<file path="config.mk">
export PLATFORM = sky130hd
export DESIGN_NAME = fetch_ctrl
export DESIGN_NICKNAME = d
export VERILOG_FILES = /design/src/rtl/riscv_pkg.sv /design/src/rtl/fetch_ctrl.sv
export SDC_FILE = /design/constraint.sdc
export NUM_CORES = 1
export LEC_CHECK = 0
export ABC_AREA = 1
export BUFFER_PORTS_ARGS = -buffer_cell sky130_fd_sc_hd__buf_4
export CORE_MARGIN = 10
export CORE_UTILIZATION = 40
export DETAILED_ROUTE_END_ITERATION = 6
export PLACE_DENSITY = 0.65
export SYNTH_ARGS = -nofsm -noshare
export SYNTH_HDL_FRONTEND = slang
export SYNTH_SLANG_ARGS = --single-unit
export TNS_END_PERCENT = 100
</file>
<file path="constraint.sdc">
create_clock -name clk -period 1.8 [get_ports clk]
set_input_delay 0.36 -clock clk [delete_from_list [all_inputs] [get_ports clk]]
set_output_delay 0.36 -clock clk [all_outputs]
set_load 0.005 [all_outputs]
</file>
<file path="src/rtl/riscv_pkg.sv">
`default_nettype none
// ============================================================================
// Module      : riscv_pkg
// Description : Shared fetch-path widths, PC constants and fetch state encoding.
// Revision    : 1.0 - initial release
// ============================================================================
package riscv_pkg;

    localparam int          XLEN         = 32;
    localparam logic [31:0] PC_STEP      = 32'd4;
    localparam logic [31:0] RESET_PC_DEF = 32'h0000_0000;
    localparam logic [31:0] TRAP_PC_DEF  = 32'h0000_0000;

    typedef enum logic [1:0] {
        FETCH = 2'd0,
        WAIT  = 2'd1,
        HOLD  = 2'd2
    } fetch_state_t;

endpackage
`default_nettype wire

</file>
<file path="src/rtl/fetch_ctrl.sv">
`default_nettype none
// ============================================================================
// Module      : fetch_ctrl
// Description : PC register and single-outstanding instruction fetch sequencer
//               feeding decode through a one-entry valid/ready buffer.
// Revision    : 1.0 - initial release
// ============================================================================
module fetch_ctrl
    import riscv_pkg::*;
#(
    parameter int               XLEN     = riscv_pkg::XLEN,
    parameter logic [XLEN-1:0]  RESET_PC = XLEN'(riscv_pkg::RESET_PC_DEF),
    parameter logic [XLEN-1:0]  TRAP_PC  = XLEN'(riscv_pkg::TRAP_PC_DEF)
) (
    input  logic            clk,
    input  logic            rst_n,
    input  logic            redirect_valid,
    input  logic [XLEN-1:0] redirect_pc,
    input  logic            trap,
    output logic            imem_req,
    output logic [XLEN-1:0] imem_addr,
    input  logic            imem_gnt,
    input  logic            imem_rvalid,
    input  logic [31:0]     imem_rdata,
    output logic            instr_valid,
    output logic [31:0]     instr,
    output logic [XLEN-1:0] instr_pc,
    input  logic            instr_ready,
    output logic [XLEN-1:0] pc
);

    fetch_state_t    r_state;
    logic            r_kill;
    logic [XLEN-1:0] r_pc;
    logic [XLEN-1:0] r_addr_q;
    logic            r_instr_valid;
    logic [31:0]     r_instr;
    logic [XLEN-1:0] r_instr_pc;

    logic            w_redirect;
    logic [XLEN-1:0] w_target;
    logic            w_unused;

    assign w_redirect = redirect_valid | trap;
    assign w_target   = trap ? TRAP_PC : {redirect_pc[XLEN-1:2], 2'b00};
    assign w_unused   = ^redirect_pc[1:0];

    always_ff @(posedge clk or negedge rst_n) begin
        if (!rst_n) begin
            r_state       <= FETCH;
            r_kill        <= 1'b0;
            r_pc          <= RESET_PC;
            r_addr_q      <= '0;
            r_instr_valid <= 1'b0;
            r_instr       <= '0;
            r_instr_pc    <= '0;
        end else begin
            case (r_state)
                FETCH: begin
                    if (imem_gnt) begin
                        r_addr_q <= r_pc;
                        r_pc     <= r_pc + XLEN'(PC_STEP);
                        r_state  <= WAIT;
                        // A redirect racing the grant leaves a stale request in flight.
                        r_kill   <= w_redirect;
                    end
                end
                WAIT: begin
                    if (imem_rvalid) begin
                        r_kill <= 1'b0;
                        if (r_kill || w_redirect) begin
                            r_state <= FETCH;
                        end else begin
                            r_instr       <= imem_rdata;
                            r_instr_pc    <= r_addr_q;
                            r_instr_valid <= 1'b1;
                            r_state       <= HOLD;
                        end
                    end else if (w_redirect) begin
                        r_kill <= 1'b1;
                    end
                end
                HOLD: begin
                    if (w_redirect || (r_instr_valid && instr_ready)) begin
                        r_instr_valid <= 1'b0;
                        r_state       <= FETCH;
                    end
                end
                default: r_state <= FETCH;
            endcase

            // Redirect overrides the sequential pc+4 and flushes the buffer.
            if (w_redirect) begin
                r_pc          <= w_target;
                r_instr_valid <= 1'b0;
            end
        end
    end

    assign imem_req    = (r_state == FETCH) && rst_n;
    assign imem_addr   = r_pc;
    assign pc          = r_pc;
    assign instr_valid = r_instr_valid;
    assign instr       = r_instr;
    assign instr_pc    = r_instr_pc;

endmodule
`default_nettype wire

</file>
==> results of run 1 <==
## synth_stat cells, types with 6 or more instances
library cell,instances
inv_1,44
buf_4,38
o21ai_0,42
buf_2,11
nand2_1,146
mux2_2,15
a22oi_1,7
nor2_2,6
nand3_1,37
a21oi_1,34
nor2_1,60
dfrtp_1,126
mux2_4,46
buf_6,6
## logic make-up after synthesis
kind of cell             Yosys count
AO/OA/AOI/OAI                     92
multiplexers                      61
buffers and inverters            107
other                              1
adder cells (fa/ha/maj)            1
flip-flops                       126
AND/OR/NAND/NOR                  264
XOR/XNOR                           2
## worst max path at each step
stage,start,to,slack (ns),depth (start not counted)
floorplan,imem_addr[3]$_DFFE_PN0P_,imem_addr[18]$_DFFE_PN0P_,0.35,9
global placement,redirect_valid,instr_pc[27]$_DFFE_PN0P_,0.17,7
detailed placement,imem_addr[2]$_DFFE_PN0P_,imem_addr[22]$_DFFE_PN0P_,0.13,9
CTS,imem_addr[2]$_DFFE_PN0P_,imem_addr[24]$_DFFE_PN0P_,0.08,9
global route,imem_addr[2]$_DFFE_PN0P_,imem_addr[24]$_DFFE_PN0P_,0.02,9
finish,imem_addr[2]$_DFFE_PN0P_,imem_addr[24]$_DFFE_PN0P_,0.16,9
## metal layers
| metal | GRT usage, % | wire, um | part of all wire (%) |
|---|---|---|---|
| met5 | 0 | 0 | 0 |
| met4 | 4.75 | 251 | 1.4 |
| met3 | 4.84 | 1050 | 6.0 |
| met2 | 25.6 | 8280 | 47 |
| met1 | 21.0 | 7900 | 45 |
## power by group through the flow
| stage | combinational, mW | clock [mW] | sequential (mW) |
|---|---|---|---|
| finish | 3.13 | 3.62 | 4.34 |
| global route | 3.41 | 3.80 | 4.48 |
| CTS | 3.22 | 3.68 | 4.34 |
| detailed placement | 3.20 | 0 | 4.39 |
| global placement | 3.15 | 0 | 4.35 |
| floorplan | 1.44 | 0 | 4.34 |
## through the flow
stage                     instances  util, %
after detailed placement       1018     51.0
after global placement         1018     51.0
after floorplan                 659        -
final                          1049     55.2
after CTS                      1049     55.1
after global routing           1049     55.2
## sequential cells by signal, indices dropped and copies added, names as in the netlist
signal and count:
r_kill 1, r_addr_q 30, r_state 2, instr_pc 30
imem_addr 30, instr_valid 1, instr 32
## worst register-to-register path: stages, from the launching register on
cell and delay [ns]:
dfrtp_1 0.39, ha_1 0.20, nand2_1 0.13, nor2_4 0.15, nand2_1 0.16, nor2_4 0.17
nand2_1 0.06, nand2_1 0.06, nand3_1 0.09, a21oi_1 0.15
## timing repair
item / 4_1_cts / 5_1_grt
setup endpoints to repair: 0 / 4
gates resized for setup: 0 / 4
endpoints found under the hold margin: 0 / 0
## cell usage in the layout, fill, tap and decap left out, types with 4 or more instances in the layout
master / instances
a21oi_1: 34
a22oi_1: 7
a31oi_1: 4
buf_12: 6
buf_4: 202
bufinv_16: 4
clkbuf_1: 4
clkbuf_16: 17
clkbuf_8: 4
conb_1: 6
dfrtp_1: 126
inv_1: 44
mux2_2: 15
mux2_4: 46
nand2_1: 144
nand3_1: 37
nor2_1: 58
nor2_2: 6
nor2_4: 7
o21ai_0: 42
## layout make-up
type	count	area share (%)
Timing Repair Buffer	208	19.4
Inverter	47	2.09
Sequential cell	126	37.4
Tap cell	211	3.13
Clock inverter	6	1.55
Clock buffer	25	5.88
Multi-Input combinational cell	426	30.5
==> reports/qor.txt, run 1 <==
Seq cells post-synth: 126
Worst Hold Class: in2async
Mapped Avg Cell Area: 9.59 um2
Post-DR vias/cell: 4.71
Crit-path leading delay family: simple AND/OR/NAND/NOR gates
Crit Path Max Fanout: 4
Max Clk Rate: 610 MHz
Largest net degree at the start of global routing: 127
Synth Area in Compound Gates: 7.98%
Cells along the critical path: ha_1 -> nand2_1 -> nor2_4 -> nand2_1 -> nor2_4 -> nand2_1 -> nand2_1 -> nand3_1 -> a21oi_1
Status: complete, no violations
NetSw: 2.89 mW
Final Setup Violations: 0
Rel. slew slack: 55.9%
Fin. Hold Viols: 0
Post-synthesis mux area share: 13.7%
PD cells: 1320 mW/mm2
Post-DP HPWL: 12900 um
Max incr delay on CP: 0.39 ns
Die area: 0.0211 mm2
Final Wtd Congestion: 0.895
Buf/Inv on CP: 0
Clock power share: 32.6%
Comb pwr share: 28.2%
Slowest CP cell: dfrtp_1
Synth Area in Adders: 0.199%
Max Slew Vio Count: 0
Share of layout cells above drive strength 1: 38.2%
Internal: 8.19 mW
Sink Count: 126
Buffers on Ports: 192
CTS tree: built
Iteration-0 DRC Markers: 338
WL final: 17500 um
FFs w/ async S/R, synth: 100%
Static leakage: 4.30 nW
Reg2reg start: imem_addr[2]$_DFFE_PN0P_
Crit-path most repeated cell: nand2_1
Post-place instance area: 0.00778 mm2
Slew @ Worst Pin: 0.661 ns
Max cap viols: 0
Synth cell types: 32
YS warnings: 0
Synth area leaders: dfrtp_1 (50%), mux2_4 (11%), nand2_1 (8.7%)
Fin area: 0.00842 mm2
Clock transition at path regs: 0.05 ns
# IOs: 201
Core area: 0.0153 mm2
H-tree levels: 4
Register area share after synthesis: 50.3%
Area grow syn2layout: 34.2%
Storage cell area: 0.00315 mm2
GRT Util Overall: 16.2%
Synthesized netlist cell count: 654
Arrival time at the worst endpoint: 1.97 ns
Postcts setup bufs: 0
Multi-input gate area: 0.00257 mm2
Hold_ws: 0.0570 ns
Sw frac: 26.1%
Drt drc: 0
Initial antenna violation count: 0
Share of power burned in registers: 39.1%
Cts bufs inserted: 17
Die width: 145 um
VDD IR max: 0.636 mV
Required @ worst endpoint: 2.13 ns
Wire per inst: 16.7 um
Diodes inserted: 0
Power Total: 11.1 mW
Grt ovf: 0
Most used DFF post-synth: dfrtp_1
XOR/XNOR Fraction of Synth Area: 0.279%
Post-Synth Simple-Gate Area: 17.9%
Synth top area share: 50.3%
First drt pass iteration count: 5
Post-CTS Hold Fix Bufs: 0
Die height: 145 um
Initial core utilization: 41.1%
Final setup margin: 0.159 ns
Fin Setup TNS: 0 ns
Largest area contributor in the netlist: dfrtp_1
Layout filler cell count: 1393
Worst R2R Path Depth: 9
Final Net Count: 898
First-pass GRT wire length: 27800 um
Main combinational cell family by area after synthesis: simple AND/OR/NAND/NOR gates
Crit start category: flip-flop
Maximum clock insertion buffer count: 2
Final setup skew: 0.00668 ns
Critical Path End Type: flip-flop
Post-synth EDFFs: 0
Reg2reg end: imem_addr[24]$_DFFE_PN0P_
Post-route ant nets: 0
Final period util: 91.1%
Via Count: 4945
RSZ-0062 raised after global routing: false
Mapped Area: 0.00627 mm2
Vias in the first global route: 5012
Period minus WS final: 1.64 ns
Clk root buf: clkbuf_16
Clock Latency Late Sink: 0.41 ns
Register-to-register setup slack: 0.16 ns
Row cnt: 45
Setup slack at placement: 0.129 ns
CP Class: reg2reg
Power figures use the tool's default switching activity.
==> run 2, diff against run 1 <==
- PLACE_DENSITY: 0.65 -> default
- PLACE_DENSITY_LB_ADDON: default -> 0.25
- TNS_END_PERCENT: 100 -> 20
==> run 2 against run 1 <==
Combinational power barely moved. Sequential share of layout area increased by 0.16 points. Sequential cell count stayed put. Core utilization fell by 0.23 points. Clock power is 1% lower. Largest cell class unchanged. Highest routed layer unchanged. Cell area fell by 0.42%. Cell count increased by 0.29%. Critical path type unchanged.
==> reports/qor.txt, run 2 (synthesis gave the netlist of run 1 again) <==
Status: complete, no violations
Vias in the first global route: 5197 (+3.7%)
# IOs: 201 (unchanged)
Multi-input gate area: 0.00256 mm2 (-0.19%)
Final Setup Violations: 0 (unchanged)
CP Class: reg2reg
Required @ worst endpoint: 2.13 ns (about the same)
NetSw: 3.02 mW (+4.5%)
Crit start category: flip-flop
Share of layout cells above drive strength 1: 39.0% (+0.82 points)
Rel. slew slack: 54.7% (-1.2 points)
First-pass GRT wire length: 28700 um (+3.1%)
Post-DR vias/cell: 4.75 (+0.72%)
Wire per inst: 17.1 um (+2.9%)
Sw frac: 27.4% (+1.3 points)
CTS tree: built
Drt drc: 0 (unchanged)
H-tree levels: 4 (unchanged)
Die width: 145 um (unchanged)
Sink Count: 126 (unchanged)
Max Clk Rate: 607 MHz (-0.38%)
Grt ovf: 0 (unchanged)
Postcts setup bufs: 0 (unchanged)
Internal: 8.02 mW (-2.1%)
Slew @ Worst Pin: 0.679 ns (+0.0186 ns)
Diodes inserted: 0 (unchanged)
Power Total: 11.0 mW (-0.41%)
Commonest non-fill, non-tap cell in the layout: buf_4
Largest net degree at the start of global routing: 127 (unchanged)
Post-DP HPWL: 13500 um (+4.6%)
Initial antenna violation count: 0 (unchanged)
Post-route ant nets: 0 (unchanged)
Worst Hold Class: in2async
Core area: 0.0153 mm2 (unchanged)
Clk root buf: clkbuf_16
Final Wtd Congestion: 0.877 (-2.0%)
Die area: 0.0211 mm2 (unchanged)
Storage cell area: 0.00315 mm2 (unchanged)
Clock transition at path regs: 0.06 ns (about the same)
Clock Latency Late Sink: 0.42 ns (about the same)
Max Slew Vio Count: 0 (unchanged)
First drt pass iteration count: 7 (+2)
VDD IR max: 0.751 mV (+18%)
Via Count: 4995 (+1.0%)
Row cnt: 45 (unchanged)
Final Net Count: 900 (+0.22%)
GRT Util Overall: 16.8% (+0.54 points)
Arrival time at the worst endpoint: 1.98 ns (about the same)
Buffers on Ports: 192 (unchanged)
Max cap viols: 0 (unchanged)
Final setup skew: 0.00728 ns (+0.000597 ns)
Period minus WS final: 1.65 ns (+0.00628 ns)
Iteration-0 DRC Markers: 335 (-0.89%)
Setup slack at placement: 0.0593 ns (-0.0693 ns)
Fin Setup TNS: 0 ns (unchanged)
Fin. Hold Viols: 0 (unchanged)
Die height: 145 um (unchanged)
PD cells: 1320 mW/mm2 (about the same)
Cts bufs inserted: 17 (unchanged)
Comb pwr share: 28.3% (about the same)
Clock power share: 32.3% (-0.3 points)
Static leakage: 4.28 nW (-0.64%)
RSZ-0062 raised after global routing: true
Largest register FFs: 32 (unchanged)
Maximum clock insertion buffer count: 2 (unchanged)
WL final: 18000 um (+3.2%)
Crit Path Max Fanout: 6 (+2)
Final setup margin: 0.153 ns (-0.00628 ns)
Final period util: 91.5% (+0.35 points)
Most frequent cells in the layout: buf_4 (208), nand2_1 (145), dfrtp_1 (126), nor2_1 (57), mux2_4 (46)
Share of power burned in registers: 39.4% (+0.3 points)
Area grow syn2layout: 33.7%
Initial core utilization: 41.1% (unchanged)
Layout filler cell count: 1407 (+1.0%)
Critical Path End Type: flip-flop
[run 2: cell count changes in the layout (fill, tap and decap cells not counted), moves of 2 or more]
cell        previous run  this run
buf_12                 6         2
clkinv_4               0         3
clkbuf_1               4         0
buf_4                202       208
clkinvlp_4             0         5
nor2_2                 6         8
[run 2: path summary, 6_finish.rpt]
kind                       slack (ns)                startpoint                   endpoint  depth (start not counted)
setup / recovery                 0.15  imem_addr[2]$_DFFE_PN0P_  imem_addr[20]$_DFFE_PN0P_                          9
hold / removal                   0.05                     rst_n      instr[21]$_DFFE_PN0P_                          2
setup reg to reg                 0.15  imem_addr[2]$_DFFE_PN0P_  imem_addr[20]$_DFFE_PN0P_                          9
hold reg to reg                  0.48  r_addr_q[29]$_DFFE_PN0P_   r_addr_q[29]$_DFFE_PN0P_                          2
max in group asynchronous        1.22                     rst_n  imem_addr[26]$_DFFE_PN0P_                          2
min in group clk                 0.17             imem_rdata[2]       instr[2]$_DFFE_PN0P_                          2
[run 2: power groups by stage]
stage                     sequential (mW)  clock (mW)  combinational (mW)
after floorplan                      4.34           0                1.44
after global placement               4.34           0                3.15
after detailed placement             4.40           0                3.19
after CTS                            4.35        3.65                3.21
after global routing                 4.49        3.78                3.42
final                                4.35        3.57                3.12
[run 2: cell type report]
| class | count | area share, % |
|---|---|---|
| repair buffers | 210 | 19.1 |
| clock inverters | 12 | 1.91 |
| clock buffers | 20 | 5.56 |
| well taps | 211 | 3.15 |
| flip-flops and latches | 126 | 37.6 |
| inverters | 47 | 2.15 |
| multi-input cells | 426 | 30.5 |
[run 2: timing repair]
item,CTS,global route
endpoints found under the setup margin,0,18
resized for setup,0,5
endpoints found under the hold margin,0,0
hold buffers,0,0
[run 2: through the flow]
step	utilization, %	std cells	area [um2]	hold WS (ns)
floorplan	-	659	6290	0.0644
global placement	50.7	1020	7740	0.466
detailed placement	50.7	1020	7740	0.472
CTS	54.8	1052	8370	0.0934
global route	55.0	1052	8390	0.0923
finish	55.0	1052	8390	0.0515
[run 2: routing by layer]
| metal | up-vias | wire length [um] | global-route usage, % |
|---|---|---|---|
| met3 | 10 | 946 | 4.81 |
| met5 | - | 0 | 0 |
| met2 | 171 | 8260 | 24.9 |
| met4 | 0 | 145 | 5.26 |
| met1 | 2370 | 8680 | 23.1 |
| li1 | 2444 | - | - |
[run 2: critical path: stages (launching register included)]
cell and delay [ns]:
dfrtp_1 0.41, ha_1 0.19, nand2_1 0.14, nor2_4 0.15, nand2_4 0.12, nor2_4 0.21, nand2_1 0.08, nand2_1 0.06
nand3_1 0.06, a21oi_1 0.15
